===== src/rtl/mem_stage_if.sv =====
// Bundle of the execute-side, write-back-side and data-memory signals of the memory stage.
// The master modport is the stage itself; the slave modport is its surrounding pipeline and memory.
interface mem_stage_if;
  logic [73:0] exebus;
  logic        mem_stall;
  logic        dmem_req;
  logic        dmem_we;
  logic [31:0] dmem_addr;
  logic [31:0] dmem_wdata;
  logic        dmem_ack;
  logic [31:0] dmem_rdata;
  logic [73:0] membus;
  logic        mem_err;

  modport master (
    input  exebus, dmem_ack, dmem_rdata,
    output mem_stall, dmem_req, dmem_we, dmem_addr, dmem_wdata, membus, mem_err
  );

  modport slave (
    output exebus, dmem_ack, dmem_rdata,
    input  mem_stall, dmem_req, dmem_we, dmem_addr, dmem_wdata, membus, mem_err
  );
endinterface


===== src/rtl/mem_stage.sv =====
// Memory-access pipeline stage: registers the execute bus into membus, runs loads/stores
// over a req/ack data-memory handshake, stalls upstream meanwhile and times out hung accesses.
module mem_stage #(
  parameter int unsigned TIMEOUT  = 16,
  parameter logic [31:0] ERR_DATA = 32'hDEADBEEF
) (
  input  logic       clk,
  input  logic       reset,
  mem_stage_if.master mif
);

  typedef enum logic {IDLE, WAIT} state_t;

  localparam logic [3:0] OP_LOAD  = 4'b1000;
  localparam logic [3:0] OP_STORE = 4'b1001;
  localparam logic [7:0] WD_LAST  = 8'(TIMEOUT - 1);

  state_t      r_state, w_next_state;
  logic [7:0]  r_wd;
  logic [3:0]  r_hold_op;
  logic [4:0]  r_hold_dst;
  logic [31:0] r_hold_res;
  logic        r_req, r_we, r_err;
  logic [31:0] r_addr, r_wdata;
  logic [73:0] r_membus;
  logic        w_mem_stall;

  logic        w_valid;
  logic [3:0]  w_op;
  logic [4:0]  w_dst;
  logic [31:0] w_res, w_sdata;
  logic        w_mem_op, w_ack, w_wd_expired, w_hold_load;

  assign w_valid      = mif.exebus[73];
  assign w_op         = mif.exebus[72:69];
  assign w_dst        = mif.exebus[68:64];
  assign w_res        = mif.exebus[63:32];
  assign w_sdata      = mif.exebus[31:0];
  assign w_mem_op     = w_valid & ((w_op == OP_LOAD) | (w_op == OP_STORE));
  // An ack only counts while a request is actually outstanding.
  assign w_ack        = mif.dmem_ack & r_req;
  assign w_wd_expired = (r_wd == WD_LAST);
  assign w_hold_load  = (r_hold_op == OP_LOAD);

  // NOTE: sequential state uses non-blocking assignments so every flop samples pre-edge values.
  always_ff @(posedge clk or negedge reset) begin
    if (!reset) r_state <= IDLE;
    else        r_state <= w_next_state;
  end

  // NOTE: each always_comb output gets a default first so no latch can be inferred.
  always_comb begin
    w_next_state = r_state;
    case (r_state)
      IDLE: if (w_mem_op) w_next_state = WAIT;
      WAIT: if (w_ack || w_wd_expired) w_next_state = IDLE;
    endcase
  end

  always_comb begin
    w_mem_stall = 1'b0;
    case (r_state)
      IDLE: w_mem_stall = w_mem_op;
      WAIT: w_mem_stall = !(w_ack || w_wd_expired);
    endcase
  end

  always_ff @(posedge clk or negedge reset) begin
    if (!reset) begin
      r_wd       <= '0;
      r_hold_op  <= '0;
      r_hold_dst <= '0;
      r_hold_res <= '0;
      r_req      <= 1'b0;
      r_we       <= 1'b0;
      r_addr     <= '0;
      r_wdata    <= '0;
      r_membus   <= '0;
      r_err      <= 1'b0;
    end else begin
      r_err <= 1'b0;
      case (r_state)
        IDLE: begin
          if (w_mem_op) begin
            r_hold_op  <= w_op;
            r_hold_dst <= w_dst;
            r_hold_res <= w_res;
            r_req      <= 1'b1;
            r_we       <= (w_op == OP_STORE);
            r_addr     <= {w_res[31:2], 2'b00};
            r_wdata    <= w_sdata;
            r_wd       <= '0;
            r_membus   <= '0;
          end else if (w_valid) begin
            r_membus <= {1'b1, w_op, w_dst, w_res, 32'h0};
          end else begin
            r_membus <= '0;
          end
        end
        WAIT: begin
          if (w_ack) begin
            r_req    <= 1'b0;
            r_membus <= {1'b1, r_hold_op, r_hold_dst, r_hold_res,
                         w_hold_load ? mif.dmem_rdata : 32'h0};
          end else if (w_wd_expired) begin
            r_req    <= 1'b0;
            r_err    <= 1'b1;
            r_membus <= {1'b1, r_hold_op, r_hold_dst, r_hold_res,
                         w_hold_load ? ERR_DATA : 32'h0};
          end else begin
            r_wd     <= r_wd + 8'd1;
            r_membus <= '0;
          end
        end
      endcase
    end
  end

  assign mif.mem_stall  = w_mem_stall;
  assign mif.dmem_req   = r_req;
  assign mif.dmem_we    = r_we;
  assign mif.dmem_addr  = r_addr;
  assign mif.dmem_wdata = r_wdata;
  assign mif.membus     = r_membus;
  assign mif.mem_err    = r_err;

endmodule


===== src/flat_wrapper.sv =====
// flat-port wrapper written by rule: the top's interface ports become plain ports
module mem_stage_flat 
#(
  parameter int unsigned TIMEOUT  = 16,
  parameter logic [31:0] ERR_DATA = 32'hDEADBEEF
)
  (clk, reset, mif_exebus, mif_dmem_ack, mif_dmem_rdata, mif_mem_stall, mif_dmem_req, mif_dmem_we, mif_dmem_addr, mif_dmem_wdata, mif_membus, mif_mem_err);
  mem_stage_if mif_i ();
  input  logic clk;
  input  logic reset;
  input wire logic [$bits(mif_i.exebus)-1:0] mif_exebus;
  input wire logic [$bits(mif_i.dmem_ack)-1:0] mif_dmem_ack;
  input wire logic [$bits(mif_i.dmem_rdata)-1:0] mif_dmem_rdata;
  output wire logic [$bits(mif_i.mem_stall)-1:0] mif_mem_stall;
  output wire logic [$bits(mif_i.dmem_req)-1:0] mif_dmem_req;
  output wire logic [$bits(mif_i.dmem_we)-1:0] mif_dmem_we;
  output wire logic [$bits(mif_i.dmem_addr)-1:0] mif_dmem_addr;
  output wire logic [$bits(mif_i.dmem_wdata)-1:0] mif_dmem_wdata;
  output wire logic [$bits(mif_i.membus)-1:0] mif_membus;
  output wire logic [$bits(mif_i.mem_err)-1:0] mif_mem_err;
  assign mif_i.exebus = mif_exebus;
  assign mif_i.dmem_ack = mif_dmem_ack;
  assign mif_i.dmem_rdata = mif_dmem_rdata;
  assign mif_mem_stall = mif_i.mem_stall;
  assign mif_dmem_req = mif_i.dmem_req;
  assign mif_dmem_we = mif_i.dmem_we;
  assign mif_dmem_addr = mif_i.dmem_addr;
  assign mif_dmem_wdata = mif_i.dmem_wdata;
  assign mif_membus = mif_i.membus;
  assign mif_mem_err = mif_i.mem_err;
  mem_stage #(.TIMEOUT(TIMEOUT), .ERR_DATA(ERR_DATA)) u_core (.clk(clk), .reset(reset), .mif(mif_i));
endmodule

===== config.mk =====
export PLATFORM = sky130hd
export DESIGN_NAME = mem_stage_flat
export DESIGN_NICKNAME = d
export VERILOG_FILES = /design/src/rtl/mem_stage_if.sv /design/src/rtl/mem_stage.sv /design/src/flat_wrapper.sv
export SDC_FILE = /design/constraint.sdc
export NUM_CORES = 1
export LEC_CHECK = 0
export ABC_AREA = 1
export ABC_CLOCK_PERIOD_IN_PS = 1500
export BUFFER_PORTS_ARGS = -buffer_cell sky130_fd_sc_hd__buf_2
export CORE_ASPECT_RATIO = 0.7
export CORE_MARGIN = 2
export CORE_UTILIZATION = 49
export DETAILED_ROUTE_END_ITERATION = 12
export GPL_ROUTABILITY_DRIVEN = 0
export PLACE_DENSITY = 0.88
export SLEW_MARGIN = 10
export SYNTH_ARGS = -nofsm -noshare
export SYNTH_HDL_FRONTEND = slang
export SYNTH_SLANG_ARGS = --single-unit

===== constraint.sdc =====
create_clock -name clk -period 1.5 [get_ports clk]
set_input_delay 0.15 -clock clk [delete_from_list [all_inputs] [get_ports clk]]
set_output_delay 0.15 -clock clk [all_outputs]
set_load 0.01 [all_outputs]

==> flow_summary.yaml, run 1 <==
logic_synthesis:
  synth.top_cell.area_share_pct: 59.4
  netlist_area_mm2: 0.00670
  synth_cell_type_count: 28
  synth_cells: 730
  seq_area_frac_synth_pct: 59.4
  syn_area_per_cell_um2: 9.17
  yosys.area.top_type: "dfrtp_1"
  ys_warn_count: 0
  ys_seq_elements: 159
  synth.area.top_cells: "dfrtp_1 59%, nand2_1 13%, inv_1 4.3%, o21ai_0 4.2%, buf_4 3.7%"
place:
  place_ws_ns: 0.0445
  place_area_mm2: 0.00805
  io_buffers: 248
  dp_hpwl_um: 11100
pwr:
  pwr-share-comb_pct: 28.8
  powerDensity_mw_per_mm2: 1480
  ir_drop_v: 0.00110
  p_clk_share_pct: 30.3
  power_switching_mw: 4.71
  switching_share_pct: 33.3
  seqPwrFrac_pct: 40.9
  power_leakage_nw: 5.38
  power_mw: 14.1
  p_int_mw: 9.41
sta:
  fmax_mhz: 612
  fin_crit_ns: 1.63
  final-max-slew-violation-count: 0
  hold_violations: 0
  finClkSkew_ns: 0.00728
  rsz0062_at_grt: "yes"
  setup_slack_ns: -0.134
  fin_crit_sh_pct: 109
  setup_viol: 38
clock_tree:
  clk_pin_slew_ns: 0.06
  cts_root_buf: "clkbuf_16"
  cts_buffers: 17
  insertion_delay_ns: 0.41
  cts_tree: "done"
  h-tree-depth: 4
  clock-sinks: 159
  cts_buffer_depth: 2
die:
  die_x_um: 144
  initial_utilization_pct: 50.5
  dieHeight_um: 102
  io_pins: 251
  die_area_mm2: 0.0146
  core_area_mm2: 0.0133
  rows: 35
hold_path:
  hp-class: "in2reg"
  hold_depth: 3
outcome:
  violations: "negative setup slack"
  status: "finished, violations left"
final_layout:
  fin_area_mm2: 0.00953
  seq_area_mm2: 0.00398
  multi_input_area_mm2: 0.00200
  fin_util_pct: 71.8
  fill_cells: 927
  layout_commonest_cell: "buf_2"
  layout_common_cells: "246 x buf_2, 221 x nand2_1, 158 x dfrtp_1, 76 x inv_1, 66 x dlygate4sd3_1"
  nets: 1140
  drive_above_1_share_pct: 34.5
  layout-area-overhead-vs-synth_pct: 42.3
setup_path:
  required_ns: 1.35
  endpoint_kind: "output port"
  critPathMaxFanout: 2
  start_kind: "flop"
  worstRegToRegCells: 6
  worst_ep_arrival_time_ns: 1.48
  critPathKind: "reg2out"
grt:
  grt_pass1_wl_um: 28200
  grt_max_degree: 87
  globalRouteTotalUtil_pct: 24.9
  antenna_found_initial: 1
  grt_pass1_vias: 5774
  gr-total-overflow: 0
routing:
  viasPerCell: 4.85
  drc_errors: 0
  vias: 5958
  dr.pass1.iters: 6
  wl_per_cell_um: 14.9
  drt_wl_total_um: 18300
  drt-initial-drc-count: 293
  drtAntennaViolNets: 0
job:
  drv_cap: 0
-- sequential cells by signal, indices dropped and copies added (netlist names), 4 cells and up --
signal	cells
u_core.r_hold_op	4
u_core.r_hold_res	31
u_core.r_wd	8
u_core.mif.dmem_wdata	32
u_core.r_hold_dst	5
u_core.mif.membus	74
-- cells in the mapped netlist --
cell type  count
nand3_1       41
ha_1           1
clkinv_1       2
o21ai_0       56
inv_1         76
nor2_2         1
nor2_1        21
buf_4         33
buf_1          1
inv_2          2
clkbuf_1       7
buf_6          8
conb_1         1
clkbuf_2       1
nor3_1         3
a21oi_1       24
buf_2         22
xor2_1         3
nand4_1        1
nand4_2        1
nand2_1      225
nor2_4         1
dfrtp_1      159
nor3b_1        3
o21ai_2       11
o21ai_1       13
nand2_2        1
nand3_2       12
-- critical path, cell delays in order (launching register included) --
cell     delay (ns)
dfrtp_1        0.36
ha_2           0.20
nand2_2        0.07
nor2_2         0.10
nand3_2        0.08
nand3_2        0.09
nand2_2        0.06
buf_6          0.12
-- worst paths after layout --
check,from,endpoint,slack [ns]
setup / recovery,u_core.r_wd[1]$_DFFE_PN0P_,mif_mem_stall,-0.13
hold / removal,mif_exebus[38],u_core.r_hold_res[6]$_DFFE_PN0P_,0.02
setup reg to reg,u_core.r_wd[7]$_DFFE_PN0P_,u_core.mif.membus[35]$_DFF_PN0_,-0.12
hold reg to reg,u_core.mif.dmem_wdata[28]$_DFFE_PN0P_,u_core.mif.dmem_wdata[28]$_DFFE_PN0P_,0.48
max in group asynchronous,reset,u_core.mif.membus[4]$_DFF_PN0_,0.74
min in group asynchronous,reset,u_core.mif.membus[56]$_DFF_PN0_,0.23
-- final cells by class --
class / instances / share of cell area, %
multi-input combinational: 420 / 21.0
tap: 185 / 2.43
timing repair buffer: 352 / 25.5
clock buffer: 17 / 4.46
antenna: 1 / 0.0263
sequential: 159 / 41.8
clock inverter: 14 / 1.67
inverter: 80 / 3.19
-- repair_timing --
action | 4_1_cts | 5_1_grt
endpoints found under the setup margin | 1 | 99
gates cloned | 0 | 3
hold buffers | 66 | 0
resized for setup | 7 | 19
pin swaps | 2 | 3
hold endpoints to repair | 118 | 0
buffers inserted | 4 | 4
-- power groups by stage --
stage	clock network [mW]	registers (mW)	logic, mW
2_1_floorplan	0	6.01	2.12
3_3_place_gp	0	5.77	3.55
3_5_place_dp	0	5.79	3.66
4_1_cts	4.33	5.74	3.85
5_1_grt	4.51	5.87	4.52
6_report	4.28	5.77	4.07
-- through the flow --
stage	instances	hold slack, ns	setup TNS [ns]
final	1228	0.0151	-3.10
after global routing	1228	0.0164	-7.80
after CTS	1220	0.0000313	-0.231
after detailed placement	1119	0.104	0
after global placement	1119	0.0988	0
after floorplan	731	-0.146	0
-- kinds of logic (layout without fill, tap and decap cells) --
group                      Yosys count  after routing  synth area share [%]
other                                1              3                0.0560
DFF                                159            159                  59.4
and+or+nand+nor                    310            310                  19.8
adders and majority gates            1              1                 0.187
buffers and inverters              152            463                  11.7
AOI/OAI and AO/OA                  104            104                  8.39
xor gates and xnor gates             3              3                 0.393
-- routing by layer --
layer | part of all wire (%) | GRT usage [%] | up-vias | wire length, um
li1 | - | - | 2833 | -
met1 | 41 | 30.6 | 2839 | 7470
met2 | 49 | 42.4 | 245 | 9030
met3 | 7.5 | 6.90 | 41 | 1370
met4 | 2.3 | 9.50 | 0 | 420
met5 | 0 | 0 | - | 0
Power figures use the tool's default switching activity.
==> run 2, diff against run 1 <==
Settings changed: PLACE_DENSITY 0.88 to 0.87.
==> run 2 against run 1 <==
  * The run still ends with negative setup slack left
  * Sequential cell count is the same
  * Hold slack worse by 0.0052 ns
  * Fmax is 1.3% lower
  * Via count grew 0.92%
  * Clock skew is essentially flat
  * Critical path type is now reg2reg
  * Largest cell class unchanged
==> flow_summary.yaml, run 2 (same netlist as run 1, synthesis figures left out) <==
sta:
  final-max-slew-violation-count: 0
  setup_slack_ns: -0.156
  hold_ws_ns: 0.00991
  rsz0062_at_grt: "yes"
  hold_violations: 0
  finClkSkew_ns: 0.00718
  tns_ns: -5.54
  fmax_mhz: 604
  fin_crit_sh_pct: 110
  fin_crit_ns: 1.66
  setup_viol: 52
routing:
  drc_errors: 0
  wl_per_cell_um: 15.5
  drt-initial-drc-count: 264
  vias: 6013
  dr.pass1.iters: 5
  viasPerCell: 4.91
  drt_wl_total_um: 19000
  drtAntennaViolNets: 0
die:
  initial_utilization_pct: 50.5
  dieHeight_um: 102
  rows: 35
  core_area_mm2: 0.0133
  io_pins: 251
  die_area_mm2: 0.0146
  die_x_um: 144
outcome:
  violations: "negative setup slack"
  status: "finished, violations left"
final_layout:
  final_cells: 1224
  layout-area-overhead-vs-synth_pct: 41.2
  layout_commonest_cell: "buf_2"
  layout_common_cells: "246 x buf_2, 223 x nand2_1, 158 x dfrtp_1, 76 x inv_1, 63 x dlygate4sd3_1"
  drive_above_1_share_pct: 34.3
  largest_reg_flops: 74
  nets: 1136
  fin_area_mm2: 0.00945
clock_tree:
  h-tree-depth: 4
  insertion_delay_ns: 0.42
  cts_tree: "done"
  cts_buffer_depth: 2
  cts_root_buf: "clkbuf_16"
  clock-sinks: 159
  cts_buffers: 17
  clk_pin_slew_ns: 0.06
grt:
  gr-total-overflow: 0
  antenna_found_initial: 1
  grt_pass1_vias: 5894
  grt_pass1_wl_um: 29500
  globalRouteTotalUtil_pct: 26.3
  grt_max_degree: 59
hold_path:
  hold_start: "mif_exebus[54]"
  hp-class: "in2reg"
pwr:
  power_leakage_nw: 5.34
  powerDensity_mw_per_mm2: 1490
  power_mw: 14.1
  ir_drop_v: 0.000988
place:
  io_buffers: 248
  place_area_mm2: 0.00805
  dp.cells: 1115
  dp_hpwl_um: 11100
setup_path:
  start_kind: "flop"
  critPathKind: "reg2reg"
  regToRegSetupSlack_ns: -0.16
  required_ns: 1.83
  startpoint: "u_core.r_wd[0]$_DFFE_PN0P_"
  endpoint_kind: "flop"
  reg2reg_from: "u_core.r_wd[0]$_DFFE_PN0P_"
  critPathMaxFanout: 14
  worst_ep_arrival_time_ns: 1.98
job:
  drv_cap: 0
-- run 2: critical path, stage by stage (launching register included) --
cell and delay (ns):
dfrtp_1 0.39, ha_4 0.17, buf_4 0.11, nand3_2 0.14, o21ai_4 0.30, buf_6 0.14, buf_12 0.13, nand3_1 0.07
o21ai_1 0.11
-- run 2: layer usage --
| metal | track usage, % | vias to the layer above | share of wire (%) | routed length [um] |
|---|---|---|---|---|
| met5 | 0 | - | 0 | 0 |
| met4 | 9.58 | 0 | 2.7 | 504 |
| met3 | 6.90 | 51 | 7.1 | 1350 |
| met2 | 45.2 | 272 | 50 | 9440 |
| met1 | 32.4 | 2865 | 40 | 7660 |
| li1 | - | 2825 | - | - |
-- run 2: timing repair --
action / in CTS / in global routing
pin swaps: 4 / 4
hold buffers: 63 / 0
setup buffers: 7 / 6
gates cloned: 1 / 0
gates resized for setup: 7 / 12
setup endpoints to repair: 5 / 76
hold endpoints to repair: 132 / 0
-- run 2: worst paths after layout --
path / endpoint / cells past startpoint
max: u_core.mif.membus[51]$_DFF_PN0_ / 8
max in group asynchronous: u_core.mif.membus[14]$_DFF_PN0_ / 3
max reg2reg: u_core.mif.membus[51]$_DFF_PN0_ / 8
min reg2reg: u_core.mif.dmem_wdata[8]$_DFFE_PN0P_ / 2
min in group asynchronous: u_core.mif.membus[57]$_DFF_PN0_ / 2
min: u_core.mif.membus[54]$_DFF_PN0_ / 3
-- run 2: cell type report --
class / instances / area, um2
inverters: 80 / 300
clock inverters: 14 / 134
multi-input cells: 420 / 2010
diodes: 1 / 2.50
flip-flops and latches: 159 / 3980
fillers: 945 / 3820
clock buffers: 17 / 425
repair buffers: 348 / 2360
well taps: 185 / 231
-- run 2: stage by stage --
step,utilization [%],setup slack [ns]
after floorplan,-,0.119
after global placement,60.7,0.0994
after detailed placement,60.7,-0.0147
after CTS,70.5,-0.234
after global routing,71.2,-0.238
final,71.2,-0.156
-- run 2: power by group --
| group | switching, mW | total [mW] | internal (mW) |
|---|---|---|---|
| sequential | 0.610 | 5.82 | 5.21 |
| combinational | 2.38 | 4.14 | 1.75 |
| clock | 1.82 | 4.12 | 2.31 |
